## config.mk

```make
export PLATFORM = sky130hd
export DESIGN_NAME = dmem_arbiter
export DESIGN_NICKNAME = d
export VERILOG_FILES = /design/src/rtl/dmem_arbiter.sv
export SDC_FILE = /design/constraint.sdc
export NUM_CORES = 1
export LEC_CHECK = 0
export CAP_MARGIN = 25
export CELL_PAD_IN_SITES_DETAIL_PLACEMENT = 2
export CELL_PAD_IN_SITES_GLOBAL_PLACEMENT = 2
export CORE_MARGIN = 5
export CORE_UTILIZATION = 10
export CTS_BUF_LIST = sky130_fd_sc_hd__clkbuf_4 sky130_fd_sc_hd__clkbuf_8
export DETAILED_ROUTE_END_ITERATION = 10
export PLACE_DENSITY = 0.95
export SLEW_MARGIN = 20
export SYNTH_ARGS = -nofsm -noshare
export SYNTH_HDL_FRONTEND = slang
export SYNTH_SLANG_ARGS = --single-unit
```

## constraint.sdc

```tcl
create_clock -name clock -period 1.6 [get_ports clock]
set_input_delay 0.24 -clock clock [delete_from_list [all_inputs] [get_ports clock]]
set_output_delay 0.24 -clock clock [all_outputs]
set_load 0.01 [all_outputs]
```

## src/rtl/dmem_arbiter.sv

```systemverilog
// Round-robin arbiter sharing one synchronous-read data memory between the
// core load/store port (0) and a secondary master (1), with optional bus lock.
module dmem_arbiter #(
    parameter int unsigned XLEN   = 32,
    parameter int unsigned AWIDTH = 10
) (
    input  logic              clock,
    input  logic              reset,
    input  logic              req0,
    input  logic              req1,
    input  logic              lock0,
    input  logic              lock1,
    input  logic              wen0,
    input  logic              wen1,
    input  logic [AWIDTH-1:0] addr0,
    input  logic [AWIDTH-1:0] addr1,
    input  logic [2:0]        width0,
    input  logic [2:0]        width1,
    input  logic [XLEN-1:0]   wdata0,
    input  logic [XLEN-1:0]   wdata1,
    output logic              gnt0,
    output logic              gnt1,
    output logic              rvalid0,
    output logic              rvalid1,
    output logic [XLEN-1:0]   rdata0,
    output logic [XLEN-1:0]   rdata1,
    output logic              mem_en,
    output logic              mem_wen,
    output logic [AWIDTH-1:0] mem_addr,
    output logic [2:0]        mem_width,
    output logic [XLEN-1:0]   mem_wdata,
    input  logic [XLEN-1:0]   mem_rdata
);

    typedef enum logic [1:0] {IDLE, OWN0, OWN1} state_t;

    state_t state, state_nxt;
    logic   last, last_nxt;
    logic   rd_pend, rd_port;
    logic   sel0, sel1;

    // Grant selection and ownership transitions
    always_comb begin
        sel0      = 1'b0;
        sel1      = 1'b0;
        state_nxt = state;
        case (state)
            IDLE: begin
                if (req0 && req1) begin
                    sel0 = last;
                    sel1 = !last;
                end else begin
                    sel0 = req0;
                    sel1 = req1;
                end
                if (sel0 && lock0) begin
                    state_nxt = OWN0;
                end else if (sel1 && lock1) begin
                    state_nxt = OWN1;
                end
            end
            OWN0: begin
                sel0 = req0;
                if (!lock0) begin
                    state_nxt = IDLE;
                end
            end
            OWN1: begin
                sel1 = req1;
                if (!lock1) begin
                    state_nxt = IDLE;
                end
            end
            default: state_nxt = IDLE;
        endcase
    end

    // Grants are held low while reset is asserted so the memory sees no access
    assign gnt0 = sel0 && reset;
    assign gnt1 = sel1 && reset;

    always_comb begin
        last_nxt = last;
        if (gnt1) begin
            last_nxt = 1'b1;
        end else if (gnt0) begin
            last_nxt = 1'b0;
        end
    end

    always_comb begin
        mem_en    = gnt0 || gnt1;
        mem_wen   = 1'b0;
        mem_addr  = '0;
        mem_width = '0;
        mem_wdata = '0;
        if (gnt0) begin
            mem_wen   = wen0;
            mem_addr  = addr0;
            mem_width = width0;
            mem_wdata = wdata0;
        end else if (gnt1) begin
            mem_wen   = wen1;
            mem_addr  = addr1;
            mem_width = width1;
            mem_wdata = wdata1;
        end
    end

    always_ff @(posedge clock or negedge reset) begin
        if (!reset) begin
            state   <= IDLE;
            last    <= 1'b1;
            rd_pend <= 1'b0;
            rd_port <= 1'b0;
        end else begin
            state   <= state_nxt;
            last    <= last_nxt;
            rd_pend <= mem_en && !mem_wen;
            rd_port <= gnt1;
        end
    end

    // Read data returns one cycle after the granted read, steered by rd_port
    assign rvalid0 = rd_pend && !rd_port;
    assign rvalid1 = rd_pend && rd_port;
    assign rdata0  = rvalid0 ? mem_rdata : '0;
    assign rdata1  = rvalid1 ? mem_rdata : '0;

endmodule
```

---- After elaboration in Yosys (flattened, before gate mapping) ----
Index checks and enable logic that the tools add are counted.
storage, ports and cells
  bits of input ports ..................... 130
  logic and storage cells ................. 47
  flip-flop bits (word level) ............. 5
operators by class
  reductions and logical operators ........ 15
  eq/ne operators ......................... 5
  muxes and demuxes ....................... 23
operators with widths
  cell                                                             number
  32-bit two-way mux                                               4
  10-bit two-way mux                                               2
  1-bit logical AND                                                8
  1-bit two-way mux                                                8
  2-bit two-way mux                                                4
  3-bit two-way mux                                                2
  2-bit case mux with 3 select lines                               1
  2-bit inequality test, second input constant                     2
  1-bit case mux with 2 select lines                               2
  1-bit logical NOT                                                3
  3-bit inequality test, second input constant                     1
  3-bit AND reduction                                              1
  2-bit by 1-bit == test with 1-bit output, second input constant  1
  2-bit == test, second input constant                             1
  2-bit logical NOT                                                1
  2-bit nonzero test                                               1
  1-bit logical OR                                                 1

---- Depth between registers and ports, before layout ----
Gate-level depths: netlist of run 1.
  depth after elaboration ................. 9
  mapped depth ............................ 6

---- Least setup slack after synthesis of run 1 ----
Ideal clock, no wire load.
  path kind ............................... register to output
  from .................................... reg state[0]
  to ...................................... out mem_wdata[10]
  cell stages (with the launch flop) ...... 7
  data required time ...................... 1.360 ns
  arrival ................................. 1.401 ns
  setup slack ............................. -0.041 ns
  path buffers ............................ 2
  cells stage by stage .................... dfrtp_1 > or3b_1 > nand3_2 > inv_2 > buf_6 > buf_6 > a22o_1
on the way
  word-level cells in the longest chain between the ends .. 5
ends and longest elaborated chain
  element                                             line  source
  start, declared                                     37    state_t state, state_nxt;
  start signal, assigned                              117   state <= state_nxt;
  2-bit == test or 2-bit logical NOT (tied branches)  47    case (state)
  1-bit case mux with 2 select lines                  47
  1-bit logical AND                                   80    assign gnt1 = sel1 && reset;
  32-bit two-way mux                                  102   end else if (gnt1) begin
  32-bit two-way mux (*)                              97    if (gnt0) begin
  end, declared                                       31    output logic [XLEN-1:0] mem_wdata,
Every way passes the cells marked *; elsewhere a longest branch is shown, timed or not.

---- Final worst setup path of run 1 ----
  from .................................... reg last
  to ...................................... out mem_wen
on the way
  word-level cells in the longest chain between the ends .. 7
ends and longest elaborated chain
  element                             line  source
  start, declared                     38    logic last, last_nxt;
  start signal, assigned              118   last <= last_nxt;
  1-bit logical NOT                   51    sel1 = !last;
  1-bit two-way mux                   49    if (req0 && req1) begin
  1-bit two-way mux                   47
  1-bit case mux with 2 select lines  47
  1-bit logical AND                   80
  1-bit two-way mux                   102
  1-bit two-way mux (*)               97
  end, declared                       28    output logic mem_wen,
Every way passes the cells marked *; elsewhere a longest branch is shown, timed or not. The select of a mux whose other input is x is not followed.

==> reports/metrics.yaml, run 1 <==
cts:
  clockBufferDepth: 2
  cts_tree: "built"
  htree_levels: 1
  cts.clk_slew.worst_paths_ps: 40
  clock_sinks: 5
  clock-root-buffer: "clkbuf_8"
  worstSkewPairLatency_ps: 230
  cts_hold_buf: 0
  cts_buffers: 3
cells_and_area:
  seq_area_um2: 126
  multi_input_area_um2: 1010
  nets: 570
  num_antenna_cells: 0
  nFillCells: 1259
  drive_gt1_share_pct: 46.9
  syn2layout_area_growth_pct: 275
synth:
  synth.top_cell.area_share_pct: 34.8
  synth_nets: 284
  ys_types: 20
  yosys.area.top_type: "a22o_1"
  avgSynthCellArea_um2: 7.51
  yosys_warnings: 0
  synth_area_leaders: "a22o_1 (35%), and2_1 (18%), and3_1 (17%), dfrtp_1 (8.7%), buf_6 (3.9%)"
  synth.ff_latch_count: 5
  synth_cells: 154
  ys_seq_area_share_pct: 10.9
  netlist_area_um2: 1160
outcome:
  failed_checks: "negative setup slack"
  status: "finished, violations left"
detailed_routing:
  wl_mm: 13.3
  drtAntennaViolNets: 0
  wl_per_cell_um: 22.8
  viasPerCell: 4.32
  drc_errors: 0
  vias: 2515
  first_pass_iters: 4
  drtIter0Drc: 78
sta:
  maxSlewHeadroom_pct: 85.2
  grt_setup_unrepaired: "yes"
  worstMarginPinSlew_ps: 222
  fin_ws_ps: -551
  hold_slack_ps: 416
  fin_tns_setup_ps: -24340
  finalMaxSlewViolations: 0
  setup_violations: 66
  finalHoldViolCount: 0
  max_freq_mhz: 465
  fin_worst_skew_ps: 1.21
  finalCriticalPeriod_ps: 2150
  min_period_over_period_pct: 134
placed_design:
  dp_hpwl_mm: 9.45
  port_buffers: 244
  preCtsSetupSlack_ps: -839
  gp_congestion: 0.918
critical_path:
  end_kind: "primary output"
  cp.arrival_ps: 1910
  critical_path_class: "reg2out"
  worst-endpoint-required_ps: 1360
  critPathLaunchType: "flop"
  cp_max_fo: 6
power:
  leakage_uw: 0.00217
  power_density_nw_per_um2: 443
  max-vdd-ir-drop_uv: 261
die:
  start_util_pct: 10.2
  num_rows: 39
  core_um2: 11400
  die_w_um: 118
  die_y_um: 118
  dieArea_um2: 13800
  boundaryPins: 245
grt:
  grt_pass1_vias: 3009
  grt_usage_pct: 17.9
  grt_pass1_wl_mm: 19.3
  grt_overflow_total: 0
  grt_max_degree: 34
  antenna_found_initial: 0
job:
  drv_cap: 0
min_path:
  worstHoldPathType: "in2async"
[timing repair]
| item | CTS | global route |
|---|---|---|
| endpoints found under the hold margin | 0 | 0 |
| buffers inserted | 21 | 11 |
| resized for setup | 483 | 73 |
| setup endpoints to repair | 115 | 105 |
| pin swaps | 12 | 13 |
| gates cloned | 10 | 2 |
[worst paths after layout]
kind                             from  endpoint  slack, ps  depth (start not counted)
min in group clock               last      last        550                          1
worst min register to register   last      last        550                          1
worst max-delay path             last   mem_wen       -550                          9
worst max register to register   last      last       -170                         10
max in group asynchronous       reset      last        980                          2
worst min-delay path            reset   rd_pend        420                          2
[power breakdown]
| group | internal [µW] | leakage (µW) | switching (µW) | total, µW |
|---|---|---|---|---|
| combinational | 926 | 0.00208 | 568 | 1490 |
| clock | 189 | 0.0000262 | 75.5 | 265 |
| sequential | 147 | 0.0000634 | 16.4 | 164 |
| total | 1260 | 0.00217 | 659 | 1920 |
[layout by cell type, fill, tap and decap left out, types with 2 or more instances in the layout]
cell / synthesis / final
a21oi_1: 2 / 2
a22o_1: 46 / 46
and2_1: 33 / 6
and2_4: 0 / 27
and3_1: 32 / 31
buf_12: 0 / 10
buf_16: 0 / 7
buf_2: 4 / 51
buf_4: 0 / 17
buf_6: 4 / 58
buf_8: 0 / 3
clkbuf_16: 0 / 2
clkbuf_2: 0 / 17
clkbuf_8: 0 / 3
clkdlybuf4s15_1: 0 / 5
clkdlybuf4s50_1: 0 / 127
dfrtp_1: 4 / 4
dlygate4sd2_1: 0 / 2
inv_4: 0 / 2
nand2_1: 3 / 2
nand3_2: 1 / 2
nor3b_1: 2 / 2
[final cells by class]
class | instances | area share (%)
flip-flops and latches | 5 | 2.91
repair buffers | 300 | 68.2
clock buffers | 4 | 1.13
multi-input cells | 128 | 23.3
inverters | 2 | 0.289
well taps | 143 | 4.13
[stage by stage]
stage	instance area [µm²]	total power, µW	instances	util (%)
floorplan	1160	530	154	-
global placement	3850	1310	541	33.9
detailed placement	3850	1350	541	33.9
CTS	4280	1850	575	37.7
global route	4340	2020	582	38.1
finish	4340	1920	582	38.1
[logic make-up after synthesis]
logic type             Yosys count  synth area share [%]
and+or+nand+nor                 78                  42.3
AOI/OAI and AO/OA               50                  36.9
buffers and inverters           21                  9.85
DFF                              5                  10.9
[synth_stat cells, drive strengths merged]
| cell type | number |
|---|---|
| and3 | 32 |
| a22o | 46 |
| clkbuf | 11 |
| dfrtp | 4 |
| o22ai | 1 |
| nand2 | 3 |
| and2 | 33 |
| dfstp | 1 |
| inv | 2 |
| a21oi | 2 |
| nand2b | 1 |
| nand3 | 2 |
| a21o | 1 |
| buf | 8 |
| nor3b | 2 |
| nand3b | 1 |
| nor2b | 3 |
| or3b | 1 |
[state kept, by name (all words and copies together) (netlist names)]
signal	cells
last	1
rd_pend	1
rd_port	1
state	2
[metal layers]
layer	wire length (µm)	global-route usage, %	up-vias
met5	0	0	-
met1	4450	17.5	1230
li1	-	-	1150
met2	7840	37.6	122
met3	805	4.08	13
met4	170	3.01	0
[critical path: stages, from the launching register on]
cell and delay (ps):
dfstp_2 560, buf_6 100, nand3b_1 110, nand3_2 130, inv_4 60, buf_12 130, buf_16 130, buf_12 130
a22o_1 180, buf_2 140
No activity file was read; power rests on OpenSTA's default activity.
==> run 2, diff against run 1 <==
--- a/config.mk
+++ b/config.mk
@@ -12,6 +12,7 @@
 export CORE_UTILIZATION = 10
 export CTS_BUF_LIST = sky130_fd_sc_hd__clkbuf_4 sky130_fd_sc_hd__clkbuf_8
 export DETAILED_ROUTE_END_ITERATION = 10
+export MAX_ROUTING_LAYER = met4
 export PLACE_DENSITY = 0.95
 export SLEW_MARGIN = 20
 export SYNTH_ARGS = -nofsm -noshare
==> reports/metrics.yaml, run 2 (synthesis gave the netlist of run 1 again) <==
sta:
  fin_ws_ps: -556  # was -551 ps
  worstMarginPinSlew_ps: 218  # was 222 ps
  finalHoldViolCount: 0  # unchanged
  maxSlewHeadroom_pct: 85.4  # was 85.2%
  min_period_over_period_pct: 135  # was 134%
  setup_violations: 66  # unchanged
  grt_setup_unrepaired: "yes"  # unchanged
  finalMaxSlewViolations: 0  # unchanged
  fin_worst_skew_ps: 1.08  # was 1.21 ps
  finalCriticalPeriod_ps: 2160  # was 2150 ps
  max_freq_mhz: 464  # was 465 MHz
critical_path:
  critical_path_class: "reg2out"  # unchanged
  r2r-start: "last"  # unchanged
  endpoint: "mem_wen"  # unchanged
  cp.arrival_ps: 1920  # was 1910 ps
  worst-endpoint-required_ps: 1360  # about the same
  cp_max_fo: 6  # unchanged
  r2r-end: "last"  # unchanged
  r2r_slack_ps: -180  # was -170 ps
  end_kind: "primary output"  # unchanged
  r2r_cells: 10  # unchanged
  critPathLaunch: "last"  # unchanged
  critPathLaunchType: "flop"  # unchanged
power:
  max-vdd-ir-drop_uv: 261  # about the same
  intPower_uw: 1260  # about the same
  power_uw: 1920  # about the same
  leakage_uw: 0.00217  # about the same
  pwr-share-clk_pct: 13.8  # about the same
  combPwrFrac_pct: 77.6  # was 77.7%
  p_sw_uw: 659  # about the same
  power_density_nw_per_um2: 444  # was 443 nW/µm²
  seq_power_share_pct: 8.6  # was 8.5%
  switching_share_pct: 34.4  # was 34.3%
placed_design:
  gp_congestion: 0.934  # was 0.918
  preCtsSetupSlack_ps: -839  # unchanged
  port_buffers: 244  # unchanged
  dp_hpwl_mm: 9.45  # unchanged
grt:
  grt_max_degree: 34  # unchanged
  grt_overflow_total: 0  # unchanged
  grt_usage_pct: 18.4  # was 17.9%
  antenna_found_initial: 0  # unchanged
  grt_pass1_vias: 3022  # was 3009
  grt_pass1_wl_mm: 19.3  # about the same
outcome:
  status: "finished, violations left"  # unchanged
  failed_checks: "negative setup slack"  # unchanged
detailed_routing:
  drtAntennaViolNets: 0  # unchanged
  viasPerCell: 4.34  # was 4.32
  drtIter0Drc: 74  # was 78
  vias: 2523  # was 2515
  wl_per_cell_um: 22.9  # was 22.8 µm
  wl_mm: 13.3  # about the same
  first_pass_iters: 4  # unchanged
  drc_errors: 0  # unchanged
cells_and_area:
  nFillCells: 1258  # was 1259
  largest_reg_flops: 2  # unchanged
  regMostFlops: "state"  # unchanged
  syn2layout_area_growth_pct: 273  # was 275%
  final_common_cell: "clkdlybuf4s50_1"  # unchanged
  num_antenna_cells: 0  # unchanged
  drive_gt1_share_pct: 47.4  # was 46.9%
  most-common-layout-cells: "clkdlybuf4s50_1 (127), buf_6 (56), buf_2 (53)"  # was clkdlybuf4s50_1 (127), buf_6 (58), buf_2 (51)
  nets: 570  # unchanged
die:
  die_y_um: 118  # unchanged
  die_w_um: 118  # unchanged
  dieArea_um2: 13800  # unchanged
  num_rows: 39  # unchanged
  core_um2: 11400  # unchanged
  boundaryPins: 245  # unchanged
  start_util_pct: 10.2  # unchanged
cts:
  htree_levels: 1  # unchanged
  cts.clk_slew.worst_paths_ps: 40  # about the same
  clockBufferDepth: 2  # unchanged
  cts_hold_buf: 0  # unchanged
  cts_tree: "built"  # unchanged
  worstSkewPairLatency_ps: 230  # about the same
  clock-root-buffer: "clkbuf_8"  # unchanged
  cts_buffers: 3  # unchanged
  clock_sinks: 5  # unchanged
job:
  drv_cap: 0  # unchanged
min_path:
  worstHoldPathType: "in2async"  # unchanged
run 2: cell types whose count changed in the layout (fill, tap and decap cells not counted), sizes merged:
cell,delta
clkbuf,+2
clkdlybuf4s15,-2
run 2: worst min path at each step:
stage               endpoint   from  depth (start not counted)  slack [ps]
finish               rd_pend  reset                          2         410
global route         rd_port  reset                          2         420
CTS                  rd_pend  reset                          2         400
detailed placement      last   last                          1         520
global placement        last   last                          1         510
floorplan            rd_pend  reset                          0         -60
run 2: final cells by class:
type	instances	area (µm²)	share of cell area [%]
Inverter	2	12.5	0.290
Tap cell	143	179	4.15
Multi-Input combinational cell	128	1010	23.4
Timing Repair Buffer	300	2940	68.1
Sequential cell	5	126	2.93
Clock buffer	4	48.8	1.13
run 2: power groups by stage:
stage | sequential [µW] | combinational (µW) | clock, µW
floorplan | 162 | 368 | 0
global placement | 160 | 1150 | 0
detailed placement | 163 | 1190 | 0
CTS | 163 | 1420 | 269
global route | 166 | 1570 | 273
finish | 164 | 1490 | 264
run 2: timing repair:
item / CTS / global route
pin swaps: 12 / 11
gates resized for setup: 483 / 73
cloned: 10 / 2
buffers inserted: 21 / 11
endpoints found under the setup margin: 115 / 105
run 2: worst max-delay path, cell delays in order, from the launching register on:
cell and delay (ps):
dfstp_2 560, buf_6 100, nand3b_1 110, nand3_2 130, inv_4 60, buf_12 130
buf_16 130, buf_12 130, a22o_1 180, buf_2 140
run 2: per-stage QoR:
stage	hold WS, ps	instance area [µm²]	utilization, %	cells	setup TNS [ps]
2_1_floorplan	-55.6	1160	-	154	0
3_3_place_gp	511	3850	33.9	541	-39880
3_5_place_dp	523	3850	33.9	541	-43960
4_1_cts	398	4280	37.7	575	-24330
5_1_grt	423	4310	37.9	582	-28040
6_report	415	4310	37.9	582	-24490
run 2: metal layers:
| layer | GRT usage (%) | vias up | share of wire [%] |
|---|---|---|---|
| met5 | - | - | 0 |
| met2 | 37.5 | 122 | 59 |
| met1 | 18.3 | 1235 | 35 |
| met4 | 3.01 | 0 | 1.3 |
| li1 | - | 1153 | - |
| met3 | 2.88 | 13 | 4.9 |
